$ cat config.mk
export PLATFORM = sky130hd
export DESIGN_NAME = tage_update_sched
export DESIGN_NICKNAME = d
export VERILOG_FILES = /design/src/rtl/tage_update_sched.sv
export SDC_FILE = /design/constraint.sdc
export NUM_CORES = 1
export LEC_CHECK = 0
export ABC_AREA = 1
export CAP_MARGIN = 20
export CORE_ASPECT_RATIO = 1.2
export CORE_MARGIN = 3
export CORE_UTILIZATION = 44
export CTS_CLUSTER_SIZE = 14
export DETAILED_ROUTE_END_ITERATION = 6
export GPL_TIMING_DRIVEN = 0
export PLACE_DENSITY = 0.71
export SLEW_MARGIN = 30
export SYNTH_ARGS = -nofsm -noshare
export SYNTH_HDL_FRONTEND = slang
export SYNTH_SLANG_ARGS = --single-unit
$ cat constraint.sdc
create_clock -name clk_i -period 4 [get_ports clk_i]
set_input_delay 0.4 -clock clk_i [delete_from_list [all_inputs] [get_ports clk_i]]
set_output_delay 0.4 -clock clk_i [all_outputs]
set_load 0.005 [all_outputs]
$ cat src/rtl/tage_update_sched.sv
// tage_update_sched
//   Owns the single index/update port of the TAGE predictor. Front-end lookups
//   are granted combinationally. Retired-branch updates wait in a small FIFO and
//   issue whenever no lookup claims the port. A lookup may pre-empt a waiting
//   update at most STARVE_MAX times in a row. When the execution domain changes,
//   the queue is drained. Every table entry is then scrubbed before any lookup
//   from the new domain is served.
//
// Ports
//   clk_i, rst_ni            clock, asynchronous active-low reset
//   domain_i                 current execution domain
//   lookup_valid_i/_idx_i    fetch lookup request; lookup_ready_o = grant (same cycle)
//   upd_valid_i, upd_*_i     retire update offer; upd_ready_o = accepted this cycle
//   pred_*_o                 port to the predictor (index, update strobe, payload, domain)
//   scrub_busy_o             high while draining or scrubbing
//   q_count_o                number of queued updates
module tage_update_sched #(
  parameter int QDEPTH     = 4,
  parameter int SCRUB_N    = 256,
  parameter int STARVE_MAX = 8,
  parameter int DOMAIN_W   = 2
) (
  input  logic                      clk_i,
  input  logic                      rst_ni,
  input  logic [DOMAIN_W-1:0]       domain_i,
  input  logic                      lookup_valid_i,
  input  logic [31:0]               lookup_idx_i,
  output logic                      lookup_ready_o,
  input  logic                      upd_valid_i,
  output logic                      upd_ready_o,
  input  logic [31:0]               upd_idx_i,
  input  logic                      upd_taken_i,
  input  logic                      upd_correct_i,
  input  logic [31:0]               upd_targ_i,
  output logic                      pred_update_en_o,
  output logic [31:0]               pred_idx_o,
  output logic                      pred_br_result_o,
  output logic                      pred_correct_o,
  output logic [31:0]               pred_targ_o,
  output logic [DOMAIN_W-1:0]       pred_domain_o,
  output logic                      scrub_busy_o,
  output logic [$clog2(QDEPTH):0]   q_count_o
);

  localparam int PTR_W    = $clog2(QDEPTH);
  localparam int CNT_W    = PTR_W + 1;
  localparam int SCRUB_W  = $clog2(SCRUB_N);
  localparam int STARVE_W = $clog2(STARVE_MAX + 1);

  typedef enum logic [1:0] {RUN, DRAIN, SCRUB} state_t;

  typedef struct packed {
    logic [31:0]         idx;
    logic                taken;
    logic                correct;
    logic [31:0]         targ;
    logic [DOMAIN_W-1:0] dom;
  } entry_t;

  state_t                state_reg, state_next;
  logic [SCRUB_W-1:0]    scrub_cnt_reg, scrub_cnt_next;
  logic [STARVE_W-1:0]   starve_reg, starve_next;
  logic [DOMAIN_W-1:0]   cur_dom_reg, cur_dom_next;

  entry_t                q_mem_reg [QDEPTH];
  logic [PTR_W-1:0]      rd_ptr_reg, wr_ptr_reg;
  logic [CNT_W-1:0]      q_count_reg;

  logic   q_empty, q_full, push, pop;
  entry_t head, push_entry;

  assign q_empty    = (q_count_reg == '0);
  assign q_full     = (q_count_reg == CNT_W'(QDEPTH));
  assign head       = q_mem_reg[rd_ptr_reg];
  assign push       = upd_valid_i && upd_ready_o;
  assign push_entry = '{idx: upd_idx_i, taken: upd_taken_i, correct: upd_correct_i,
                        targ: upd_targ_i, dom: cur_dom_reg};
  assign q_count_o  = q_count_reg;

  always_comb begin
    state_next       = state_reg;
    scrub_cnt_next   = scrub_cnt_reg;
    starve_next      = starve_reg;
    cur_dom_next     = cur_dom_reg;
    pop              = 1'b0;
    lookup_ready_o   = 1'b0;
    upd_ready_o      = 1'b0;
    pred_update_en_o = 1'b0;
    pred_idx_o       = '0;
    pred_br_result_o = 1'b0;
    pred_correct_o   = 1'b0;
    pred_targ_o      = '0;
    pred_domain_o    = '0;
    scrub_busy_o     = 1'b0;

    // Outputs are qualified by rst_ni so they drop the moment reset asserts,
    // not just at the next clock edge.
    if (rst_ni) begin
      unique case (state_reg)
        RUN: begin
          pred_domain_o = cur_dom_reg;
          if (domain_i != cur_dom_reg) begin
            // Freeze the port for this cycle; the queue drains in DRAIN.
            state_next = DRAIN;
          end else begin
            upd_ready_o = !q_full;
            if (lookup_valid_i && !((starve_reg == STARVE_W'(STARVE_MAX)) && !q_empty)) begin
              lookup_ready_o = 1'b1;
              pred_idx_o     = lookup_idx_i;
              // The guard above keeps starve below STARVE_MAX here, so the
              // increment cannot overflow.
              if (!q_empty) starve_next = starve_reg + 1'b1;
            end else if (!q_empty) begin
              pred_update_en_o = 1'b1;
              pred_idx_o       = head.idx;
              pred_br_result_o = head.taken;
              pred_correct_o   = head.correct;
              pred_targ_o      = head.targ;
              pred_domain_o    = head.dom;
              pop              = 1'b1;
              starve_next      = '0;
            end
            if (q_empty) starve_next = '0;
          end
        end
        DRAIN: begin
          scrub_busy_o  = 1'b1;
          pred_domain_o = cur_dom_reg;
          starve_next   = '0;
          if (!q_empty) begin
            pred_update_en_o = 1'b1;
            pred_idx_o       = head.idx;
            pred_br_result_o = head.taken;
            pred_correct_o   = head.correct;
            pred_targ_o      = head.targ;
            pred_domain_o    = head.dom;
            pop              = 1'b1;
          end
          // Leave as soon as the last entry pops, without an idle cycle.
          if (q_empty || (q_count_reg == CNT_W'(1))) begin
            state_next     = SCRUB;
            scrub_cnt_next = '0;
          end
        end
        SCRUB: begin
          scrub_busy_o     = 1'b1;
          pred_update_en_o = 1'b1;
          pred_idx_o       = 32'(scrub_cnt_reg);
          pred_domain_o    = cur_dom_reg;
          if (scrub_cnt_reg == SCRUB_W'(SCRUB_N - 1)) begin
            state_next     = RUN;
            scrub_cnt_next = '0;
            cur_dom_next   = domain_i;
          end else begin
            scrub_cnt_next = scrub_cnt_reg + 1'b1;
          end
        end
        default: state_next = SCRUB;
      endcase
    end
  end

  always_ff @(posedge clk_i or negedge rst_ni) begin
    if (!rst_ni) begin
      state_reg     <= SCRUB;
      scrub_cnt_reg <= '0;
      starve_reg    <= '0;
      cur_dom_reg   <= '0;
      rd_ptr_reg    <= '0;
      wr_ptr_reg    <= '0;
      q_count_reg   <= '0;
    end else begin
      state_reg     <= state_next;
      scrub_cnt_reg <= scrub_cnt_next;
      starve_reg    <= starve_next;
      cur_dom_reg   <= cur_dom_next;
      if (push) wr_ptr_reg <= wr_ptr_reg + 1'b1;
      if (pop)  rd_ptr_reg <= rd_ptr_reg + 1'b1;
      if (push && !pop)      q_count_reg <= q_count_reg + 1'b1;
      else if (pop && !push) q_count_reg <= q_count_reg - 1'b1;
    end
  end

  // Payload storage carries no reset; validity is tracked by the pointers.
  always_ff @(posedge clk_i) begin
    if (push) q_mem_reg[wr_ptr_reg] <= push_entry;
  end

endmodule

Word level (Yosys, flattened, before mapping)
Memories as Yosys holds them, arrays and structs flattened.
Cells that the tools add are included.

storage, ports and cells
  register bits = 23
  memory bits (writable) = 272
  bits of input ports = 104
  memories = 1

memory list
  memory     depth  bits a word  rd ports  clocked after Yosys merged registers in  write ports  RTL line  text
  q_mem_reg  4      68           1         0                                        1            65        entry_t q_mem_reg [QDEPTH];

operators by class
  add/sub/neg operators = 6
  equal/unequal tests = 11
  muxes and demuxes = 56
  reduce and logical (&&, ||, !) cells = 21

operators by type and width
  operator               number
  $mux W32               8
  $pmux W32 S3           1
  $pmux W32 S2           1
  $mux W1                24
  $mux W8                2
  $pmux W8 S2            1
  $mux W2                7
  $mux W4                3
  $pmux W2 S3            2
  $reduce_and A3 Y1      3
  $add A8 B1 Y8 const B  1
  $eq A8 B8 Y1 const B   1
  $ne A2 B2 Y1 const B   4
  $pmux W4 S2            1
  $mux W3                2
  $pmux W1 S2            3
  $reduce_bool A2 Y1     3
  $logic_and A1 B1 Y1    5
  $logic_not A1 Y1       5
  $add A2 B1 Y2 const B  2
  $add A4 B1 Y4 const B  1
  $eq A4 B4 Y1 const B   1
  $reduce_and A4 Y1      1
  $add A3 B1 Y3 const B  1
  other kinds (11)       11

Depth between registers and ports, before layout
Gate-level depths: netlist of the first run.

  word-level depth = 12
  depth in mapped cells = 16
  depth with buffers taken out = 15

Worst setup path after synthesis of the first run
Ideal clock, no wire load.

  path type = reg2reg
  start point = register state_reg[0]
  end point = memory q_mem_reg[0][0] in the netlist's numbering, enable pin
  setup time = 495 ps
  arrival time = 3949 ps
  path slack = -443 ps
  stages on the path, launching flop included = 7
  buffers on the path = 0
  period minus slack after synthesis = 4443 ps
  path through = dfrtp_1 inv_1 ha_1 inv_1 nor2_4 nand4_1 nor2_1

between the ends
  cells in the longest elaborated chain, start to end = 6

ends and longest elaborated chain
  item                           RTL line  text
  start: declaration             60        state_t state_reg, state_next;
  start signal: assignment       173       state_reg <= state_next;
  $logic_not A2 Y1               99        unique case (state_reg)
  $mux W1                        99
  $mux W1                        98        if (rst_ni) begin
  $logic_and A1 B1 Y1            75        assign push = upd_valid_i && upd_ready_o;
  $mux W1                        186       if (push) q_mem_reg[wr_ptr_reg] <= push_entry;
  $mux W1 (implied by the code)  186
  end: declaration               65

No other way between the ends.

Worst setup path in the final report of the first run
  start point = input rst_ni
  end point = output pred_idx_o[3]

between the ends
  cells in the longest elaborated chain, start to end = 1

ends and longest elaborated chain
  item                RTL line  text
  start: declaration  24        input logic rst_ni,
  $mux W32            98
  end: declaration    36        output logic [31:0] pred_idx_o,

No other way between the ends.

==> results of run 1 <==
[layer usage]
| layer | up-vias | track usage | wire, um |
|---|---|---|---|
| met4 | 0 | 0.0536 | 646 |
| met2 | 262 | 0.362 | 16200 |
| met1 | 4418 | 0.252 | 12800 |
| met3 | 48 | 0.0382 | 2060 |
| li1 | 4422 | - | - |
| met5 | - | 0 | 0 |
[cell type report]
type / instances / share of cell area
inverter: 94 / 0.0217
clock inverter: 15 / 0.00593
buffer: 65 / 0.0191
tap: 379 / 0.0292
clock buffer: 35 / 0.0461
multi-input combinational: 700 / 0.204
sequential: 295 / 0.538
timing repair buffer: 195 / 0.136
[worst max path at each step]
stage                       startpoint          endpoint
after floorplan           state_reg[0]   q_mem_reg[0][0]
after global placement          rst_ni  q_mem_reg[3][16]
after detailed placement        rst_ni     pred_idx_o[3]
after CTS                       rst_ni     pred_idx_o[3]
after global routing            rst_ni  pred_domain_o[0]
final                           rst_ni     pred_idx_o[3]
[cells in the final DEF, fill, tap and decap left out, types with 16 or more instances in the layout]
cell type,count
nand3_1,29
nor2_1,203
dfrtp_1,22
edfxtp_1,272
ha_1,16
a21oi_1,70
clkbuf_1,34
clkdlybuf4s50_1,177
nand2_1,165
clkbuf_16,29
o21ai_0,146
inv_1,90
buf_2,27
o22ai_1,26
[metrics by stage]
stage / utilization / setup WS [ps] / power [W] / instances
final: 0.577 / 388 / 0.00919 / 1778
after global routing: 0.577 / 232 / 0.00977 / 1778
after CTS: 0.577 / 372 / 0.00926 / 1778
after detailed placement: 0.546 / 506 / 0.00679 / 1726
after global placement: 0.531 / -4280 / 0.00669 / 1711
after floorplan: - / -443 / 0.00548 / 1154
[timing repair]
item                      CTS  global route
hold buffers                2             0
setup buffers               0             0
hold endpoints to repair   22             0
[worst reg2reg max path: stages (launching register included)]
cell     delay, ps
dfrtp_1        410
inv_1          100
ha_1           200
inv_1          100
nor2_4         140
nand4_1        460
nor2_4         500
buf_8          230
buf_16         190
buf_16         180
[cells by family (layout without fill, tap and decap cells)]
group,count (synthesis),in the layout,synth area share
xor gates and xnor gates,9,9,0.00621
DFF,295,295,0.689
buffers and inverters,159,404,0.0523
AOI/OAI and AO/OA,247,247,0.101
adders and majority gates,16,16,0.0158
and+or+nand+nor,428,428,0.136
[where the power goes]
part | total, W | switching, W | leakage [nW] | internal [W]
registers | 0.00357 | 0.0000848 | 2.75 | 0.00349
clock network | 0.00247 | 0.00109 | 0.411 | 0.00138
logic | 0.00314 | 0.00198 | 2.66 | 0.00116
==> results by group, run 1 <==
STA
  – Slew headroom: 0.523
  – Hold_ws: 446 ps
  – Worst Skew: 12.1 ps
  – Setup_tns: 0 ps
  – Worst slew pin tran: 713 ps
  – Hold Fails Final Rpt: 0
  – Endpoints failing setup: 0
  – Slew Limit Fails: 0
  – RSZ-0062 raised after global routing: false
  – Fin crit share: 0.903
  – Min Tclk post-route: 3610 ps
  – Fmax achieved: 277 MHz

CTS
  – Skew-Pair Late Insertion Delay: 550 ps
  – Clk slew on worst S/H paths: 60 ps
  – # clock sinks: 295
  – Clock buffer depth: 3
  – Clock tree root buffer cell: clkbuf_16
  – CTS buffer count: 29
  – Cts repair resizes: 0
  – CTS tree: built
  – Max H-tree Level: 1

Logic synthesis
  – Ys async rst share: 0.0780
  – Most common cell in the netlist: edfxtp_1
  – Avg Synthesized Cell Area: 11.0 um2
  – Post-Synthesis Cells: 1154
  – Synth top cells by count: edfxtp_1 (272), nor2_1 (207), nand2_1 (165)
  – Synth Register Bits: 295
  – Largest area contributor in the netlist: edfxtp_1
  – Yosys warning count: 0
  – Top_reg_cell synth: edfxtp_1
  – Cell Area, Synth: 12700 um2
  – Sequential-to-total area share from yosys stat: 0.689
  – Number of synthesized flops with an enable pin: 272
  – Synth top area share: 0.644
  – Synth top area cells: edfxtp_1 (64%), nor2_1 (6.1%), o21ai_0 (5.8%), nand2_1 (4.9%), dfrtp_1 (4.3%)
  – Count of unique library cells instantiated by Yosys: 31
  – Syn_nets: 1274

Critical path
  – Critical path, cell by cell: dlygate4sd3_1 -> buf_2 -> buf_2 -> inv_1 -> or2_2 -> clkbuf_1 -> clkbuf_1 -> a21oi_1 -> clkdlybuf4s50_1
  – Worst path bufs/invs: 7
  – R2r setup slk: 1200 ps
  – CP Max Fanout: 10
  – Worst Path Arrival: 3210 ps
  – Stages on worst setup path: 9
  – Cells on worst reg2reg path: 9
  – Cell family with most CP delay: buffers and inverters
  – Worst EP required: 3600 ps
  – Critical path class: primary input to primary output
  – Worst R2R End: q_mem_reg[1][3]
  – Reg2reg start: state_reg[0]
  – Startpoint Class: primary input
  – Max incr delay on CP: 540 ps
  – CP Capture Type: primary output
  – Crit-path slowest cell: clkdlybuf4s50_1

Drt
  – Pre-Repair DR Iteration Count: 5
  – Vias/cell: 5.15
  – First-iteration detailed-routing DRC count: 627
  – DR WL/cell: 17.8 um
  – Final WL: 31700 um
  – Via count: 9150
  – Post-DRT Antenna Nets: 0
  – DR DRC count: 0

Floorplan
  – Die Wd: 161 um
  – Core Footprint: 28200 um2
  – Rows: 67
  – Die Area: 30900 um2
  – Die Ht: 192 um
  – Ports: 179
  – Initial Util: 0.451

Placed design
  – Post-DP HPWL: 21900 um
  – DP Area: 15400 um2
  – Port Buf Inserts: 178
  – Final GP Congestion: 0.826

Power
  – Pwr/cell area: 566 nW/um2
  – VDD IR max: 406 uV
  – Leakage: 5.82 nW

Final layout
  – # diodes: 0
  – FF+latch area: 8740 um2
  – Final Instance Area: 16200 um2
  – Fillers: 2360
  – Max FFs per register: 272
  – Area growth syn-to-layout: 28.0%
  – Multi-input logic area: 3310 um2
  – Layout cells sized above 1: 0.0736
  – Nets: 1500

Global routing
  – Antenna violations before repair: 0
  – First-pass GRT wire length: 49200 um
  – Largest net degree at the start of global routing: 23
  – GRT Total Usage: 0.202
  – Remaining Overflow, GRT: 0
  – Vias in the first global route: 9182

Worst hold path
  – Worst min-delay path class: primary input to asynchronous set/reset pin

Run status
  – Run status: finished, final reports clean

Flow run
  – Maxcap violations: 0
Power figures use the tool's default switching activity.
==> run 2, diff against run 1 <==
--- a/config.mk
+++ b/config.mk
@@ -14,6 +14,7 @@
 export DETAILED_ROUTE_END_ITERATION = 6
 export GPL_TIMING_DRIVEN = 0
 export PLACE_DENSITY = 0.71
+export RECOVER_POWER = 50
 export SLEW_MARGIN = 30
 export SYNTH_ARGS = -nofsm -noshare
 export SYNTH_HDL_FRONTEND = slang
==> run 2 against run 1 <==
Effect of this change:
- setup slack improved by 45 ps
- combinational power about the same
- wire length increased by 0.16%
- highest routed layer is now met5
- critical endpoint is now pred_domain_o[0]
- count of clock-buffer cells in the layout unchanged
- via count increased by 0.14%
- sequential power about the same
- largest cell class unchanged
- maximum frequency increased by 1.3%
- critical path type unchanged
- core utilization decreased by 0.14 points
- sequential share of layout area increased by 0.13 points
- register-to-register slack got worse by 380 ps
==> results by group, run 2 (same netlist as run 1, synthesis figures left out) <==
Placed design
  – DP Area: 15400 um2
  – Final GP Congestion: 0.826
  – Port Buf Inserts: 178
  – Post-DP HPWL: 21900 um

Critical path
  – R2r setup slk: 820 ps
  – CP Capture Type: primary output
  – Crit-path slowest cell: clkdlybuf4s50_1
  – Crit path from: rst_ni
  – Cell family with most CP delay: buffers and inverters
  – Worst R2R End: q_mem_reg[1][17]
  – Worst setup path endpoint: pred_domain_o[0]
  – Cells on worst reg2reg path: 9
  – Worst path bufs/invs: 7
  – Reg2reg start: state_reg[0]
  – CP Max Fanout: 10
  – Stages on worst setup path: 9
  – Worst Path Arrival: 3170 ps
  – Worst EP required: 3600 ps
  – Max incr delay on CP: 540 ps
  – Critical path, cell by cell: dlygate4sd3_1 -> buf_2 -> buf_2 -> inv_1 -> or2_2 -> clkbuf_1 -> clkbuf_1 -> a21oi_1 -> clkdlybuf4s50_1
  – Critical path class: primary input to primary output
  – Startpoint Class: primary input

STA
  – Fmax achieved: 280 MHz
  – Hold Fails Final Rpt: 0
  – RSZ-0062 raised after global routing: false
  – Min Tclk post-route: 3570 ps
  – Fin crit share: 0.892
  – Slew headroom: 0.0349
  – Endpoints failing setup: 0
  – Slew Limit Fails: 0
  – Worst Skew: 12.4 ps
  – Worst slew pin tran: 1450 ps

Floorplan
  – Die Ht: 192 um
  – Die Wd: 161 um
  – Ports: 179
  – Core Footprint: 28200 um2
  – Die Area: 30900 um2
  – Initial Util: 0.451
  – Rows: 67

Power
  – Sw Pwr: 0.00315 W
  – Clock power share: 0.270
  – Internal: 0.00601 W
  – Switching Share: 0.344
  – Sequential Power Share: 0.390
  – Leakage: 5.82 nW
  – VDD IR max: 403 uV
  – Logic pwr share: 0.340
  – Pwr/cell area: 565 nW/um2

CTS
  – Cts repair resizes: 0
  – Postcts setup bufs: 0
  – # clock sinks: 295
  – CTS tree: built
  – CTS buffer count: 29
  – Clk slew on worst S/H paths: 60 ps
  – Skew-Pair Late Insertion Delay: 540 ps
  – Max H-tree Level: 1
  – Clock tree root buffer cell: clkbuf_16
  – Clock buffer depth: 3

Final layout
  – Commonest non-fill, non-tap cell in the layout: edfxtp_1
  – Area growth syn-to-layout: 27.7%
  – Final Instance Area: 16200 um2
  – Layout cells sized above 1: 0.0686
  – FF+latch area: 8740 um2
  – Max FFs per register: 272
  – Most frequent cells in the layout: edfxtp_1 (272), nor2_1 (207), nand2_1 (165)
  – Nets: 1500
  – Fillers: 2365
  – Layout Utilization: 0.575
  – Multi-input logic area: 3280 um2

Drt
  – Post-DRT Antenna Nets: 0
  – DR WL met3: 1920 um
  – WL met2: 16200 um
  – Wire length on met1: 12900 um
  – DR DRC count: 0
  – First-iteration detailed-routing DRC count: 662
  – Final WL: 31800 um
  – Pre-Repair DR Iteration Count: 5
  – DR WL/cell: 17.8 um
  – Via count: 9163
  – Max Used Layer: met5
  – Vias/cell: 5.14

Worst hold path
  – Worst min-delay path class: primary input to asynchronous set/reset pin

Flow run
  – Maxcap violations: 0

Run status
  – Run status: finished, final reports clean

Global routing
  – Vias in the first global route: 9182
  – First-pass GRT wire length: 49200 um
  – Remaining Overflow, GRT: 0
  – GRT Total Usage: 0.202
  – Largest net degree at the start of global routing: 23
  – Antenna violations before repair: 8
-- run 2: through the flow --
stage | hold WS [ps] | TNS [ps] | total power [W] | std cells | worst slack (ps)
CTS | 435 | 0 | 0.00926 | 1778 | 372
global route | 411 | 0 | 0.00973 | 1780 | 265
global placement | 477 | -1130470 | 0.00669 | 1711 | -4280
detailed placement | 441 | 0 | 0.00679 | 1726 | 506
floorplan | 104 | -120620 | 0.00548 | 1154 | -443
finish | 421 | 0 | 0.00916 | 1781 | 433
-- run 2: what timing repair did --
item / in CTS / in global routing
endpoints found under the setup margin: 0 / 0
hold buffers: 2 / 0
endpoints found under the hold margin: 22 / 0
-- run 2: routing by layer --
metal	up-vias	track usage
li1	4428	-
met1	4408	0.252
met2	258	0.362
met3	59	0.0382
met4	10	0.0536
met5	-	0
-- run 2: how the worst min path moves through the flow --
stage,startpoint,end,depth (start not counted)
3_3_place_gp,state_reg[1],state_reg[1],2
3_5_place_dp,rst_ni,starve_reg[2],1
4_1_cts,rst_ni,state_reg[1],2
6_report,rst_ni,state_reg[1],2
5_1_grt,rst_ni,state_reg[1],2
2_1_floorplan,rst_ni,cur_dom_reg[0],0
-- run 2: power by group through the flow --
stage | Combinational [W] | Clock, W | Sequential, W
5_1_grt | 0.00350 | 0.00265 | 0.00358
3_3_place_gp | 0.00305 | 0 | 0.00364
3_5_place_dp | 0.00315 | 0 | 0.00364
2_1_floorplan | 0.00186 | 0 | 0.00362
6_report | 0.00311 | 0.00247 | 0.00357
4_1_cts | 0.00317 | 0.00251 | 0.00357
-- run 2: area by class of cell --
type                       instances  area share
buffer                            65      0.0191
timing repair buffer             195       0.135
clock inverter                    15     0.00595
tap                              379      0.0293
sequential                       295       0.540
antenna                            3    0.000463
inverter                          94      0.0218
multi-input combinational        700       0.203
clock buffer                      35      0.0462
==> run 3, diff against run 2 <==
--- a/config.mk
+++ b/config.mk
@@ -12,8 +12,9 @@
 export CORE_UTILIZATION = 44
 export CTS_CLUSTER_SIZE = 14
 export DETAILED_ROUTE_END_ITERATION = 6
+export DONT_BUFFER_PORTS = 1
 export GPL_TIMING_DRIVEN = 0
-export PLACE_DENSITY = 0.71
+export PLACE_DENSITY = 0.63
 export RECOVER_POWER = 50
 export SLEW_MARGIN = 30
 export SYNTH_ARGS = -nofsm -noshare
==> run 3 against run 2 <==
Effect of this change:
- clock power is 12% higher
- die area unchanged
- register-to-register slack lost 50 ps
- wire length about the same
- power up 0.16%
- core utilization fell by 3.4 points
- critical endpoint unchanged
==> results by group, run 3 (same netlist as run 1, synthesis figures left out) <==
Critical path
  – Startpoint Class: flip-flop
  – Worst R2R End: q_mem_reg[2][3]
  – Worst EP required: 3600 ps
  – CP Max Fanout: 10
  – CP Capture Type: primary output
  – Worst Path Arrival: 2890 ps
  – Reg2reg start: cur_dom_reg[0]
  – R2r setup slk: 770 ps
  – Critical path class: flip-flop to primary output
  – Cells on worst reg2reg path: 7

Final layout
  – Max FFs per register: 272
  – Commonest non-fill, non-tap cell in the layout: edfxtp_1
  – Final Instance Area: 15200 um2
  – Nets: 1390
  – Layout cells sized above 1: 0.0773
  – Non-Filler Instances: 1672
  – # diodes: 0
  – Most frequent cells in the layout: edfxtp_1 (272), nor2_1 (206), nand2_1 (165)
  – Layout Utilization: 0.541
  – Area growth syn-to-layout: 20.1%

Drt
  – Final WL: 31800 um
  – First-iteration detailed-routing DRC count: 549
  – Via count: 8791
  – Vias/cell: 5.26
  – DR WL/cell: 19.0 um
  – Post-DRT Antenna Nets: 0
  – Pre-Repair DR Iteration Count: 5
  – DR DRC count: 0

Floorplan
  – Die Ht: 192 um
  – Die Wd: 161 um
  – Core Footprint: 28200 um2
  – Ports: 179
  – Die Area: 30900 um2
  – Rows: 67
  – Initial Util: 0.451

Power
  – Pwr/cell area: 602 nW/um2
  – Power Total: 0.00917 W
  – Sequential Power Share: 0.390
  – Internal: 0.00597 W
  – Clock power share: 0.302
  – Leakage: 5.48 nW
  – Sw Pwr: 0.00320 W
  – VDD IR max: 438 uV
  – Switching Share: 0.349
  – Logic pwr share: 0.308

STA
  – Min Tclk post-route: 3290 ps
  – Slew Limit Fails: 0
  – Worst slew pin tran: 1460 ps
  – Worst Skew: 12.1 ps
  – Slew headroom: 0.0291
  – RSZ-0062 raised after global routing: false
  – Hold Fails Final Rpt: 0
  – Fmax achieved: 304 MHz
  – Setup_tns: 0 ps
  – Endpoints failing setup: 0
  – Fin crit share: 0.823

CTS
  – CTS buffer count: 29
  – Skew-Pair Late Insertion Delay: 550 ps
  – CTS tree: built
  – # clock sinks: 295
  – Postcts setup bufs: 0
  – Clock tree root buffer cell: clkbuf_16
  – Clk slew on worst S/H paths: 70 ps
  – Max H-tree Level: 1
  – Clock buffer depth: 3

Global routing
  – Remaining Overflow, GRT: 0
  – Vias in the first global route: 8635
  – Largest net degree at the start of global routing: 24
  – Antenna violations before repair: 0
  – First-pass GRT wire length: 48100 um
  – GRT Total Usage: 0.199

Worst hold path
  – Hold path startpoint: domain_i[1]
  – Hold Crit Endpoint: cur_dom_reg[1]
  – Worst min-delay path class: primary input to flip-flop
  – Hold depth: 2

Run status
  – Run status: finished, final reports clean

Placed design
  – Port Buf Inserts: 0
  – Placed Cells: 1549
  – Final GP Congestion: 0.843
  – DP Area: 13600 um2
  – Post-DP HPWL: 21400 um

Flow run
  – Maxcap violations: 0
## run 3: worst max path at each step
stage | start | to | slack, ps | depth (start not counted)
2_1_floorplan | state_reg[0] | q_mem_reg[0][0] | -440 | 6
3_3_place_gp | state_reg[0] | q_mem_reg[3][11] | -3160 | 6
3_5_place_dp | cur_dom_reg[0] | q_mem_reg[1][12] | 1000 | 8
4_1_cts | rd_ptr_reg[0] | pred_domain_o[0] | 930 | 8
5_1_grt | q_count_o[0] | pred_domain_o[0] | 540 | 10
6_report | q_count_o[0] | pred_domain_o[0] | 710 | 10
## run 3: layer usage
layer,vias to the layer above,track usage,routed length (um)
li1,4219,-,-
met1,4278,0.250,13100
met2,251,0.353,16100
met3,43,0.0408,2000
met4,0,0.0556,580
met5,-,0,0
## run 3: area by class of cell
cell class / count / area, um2
clock inverters: 22 / 236
plain buffers: 65 / 305
well taps: 379 / 474
inverters: 94 / 353
flip-flops and latches: 295 / 8740
clock buffers: 32 / 737
multi-input cells: 700 / 3290
fillers: 2436 / 12900
repair buffers: 85 / 1100
## run 3: worst max-delay path: stages (launching register included)
cell and delay, ps:
dfrtp_1 460, inv_1 90, ha_1 220, nand2_2 120, nand2_1 100, a21oi_2 140
nand2_2 80, nand2_4 160, clkbuf_1 480, nand2_1 220, a21oi_1 270
## run 3: power by group through the flow
stage | clock network (W) | logic, W | registers [W]
finish | 0.00277 | 0.00283 | 0.00357
global route | 0.00293 | 0.00318 | 0.00358
CTS | 0.00281 | 0.00287 | 0.00357
detailed placement | 0 | 0.00277 | 0.00364
global placement | 0 | 0.00267 | 0.00365
floorplan | 0 | 0.00186 | 0.00362
## run 3: metrics by stage
step                hold slack, ps  setup slack [ps]
floorplan                      104              -443
finish                        35.4               707
global placement               105             -3160
global route                  27.6               538
detailed placement             105              1000
CTS                           13.9               926
## run 3: repair_timing
action / in CTS / in global routing
hold buffers: 69 / 0
resized for setup: 0 / 0
hold endpoints to repair: 288 / 0
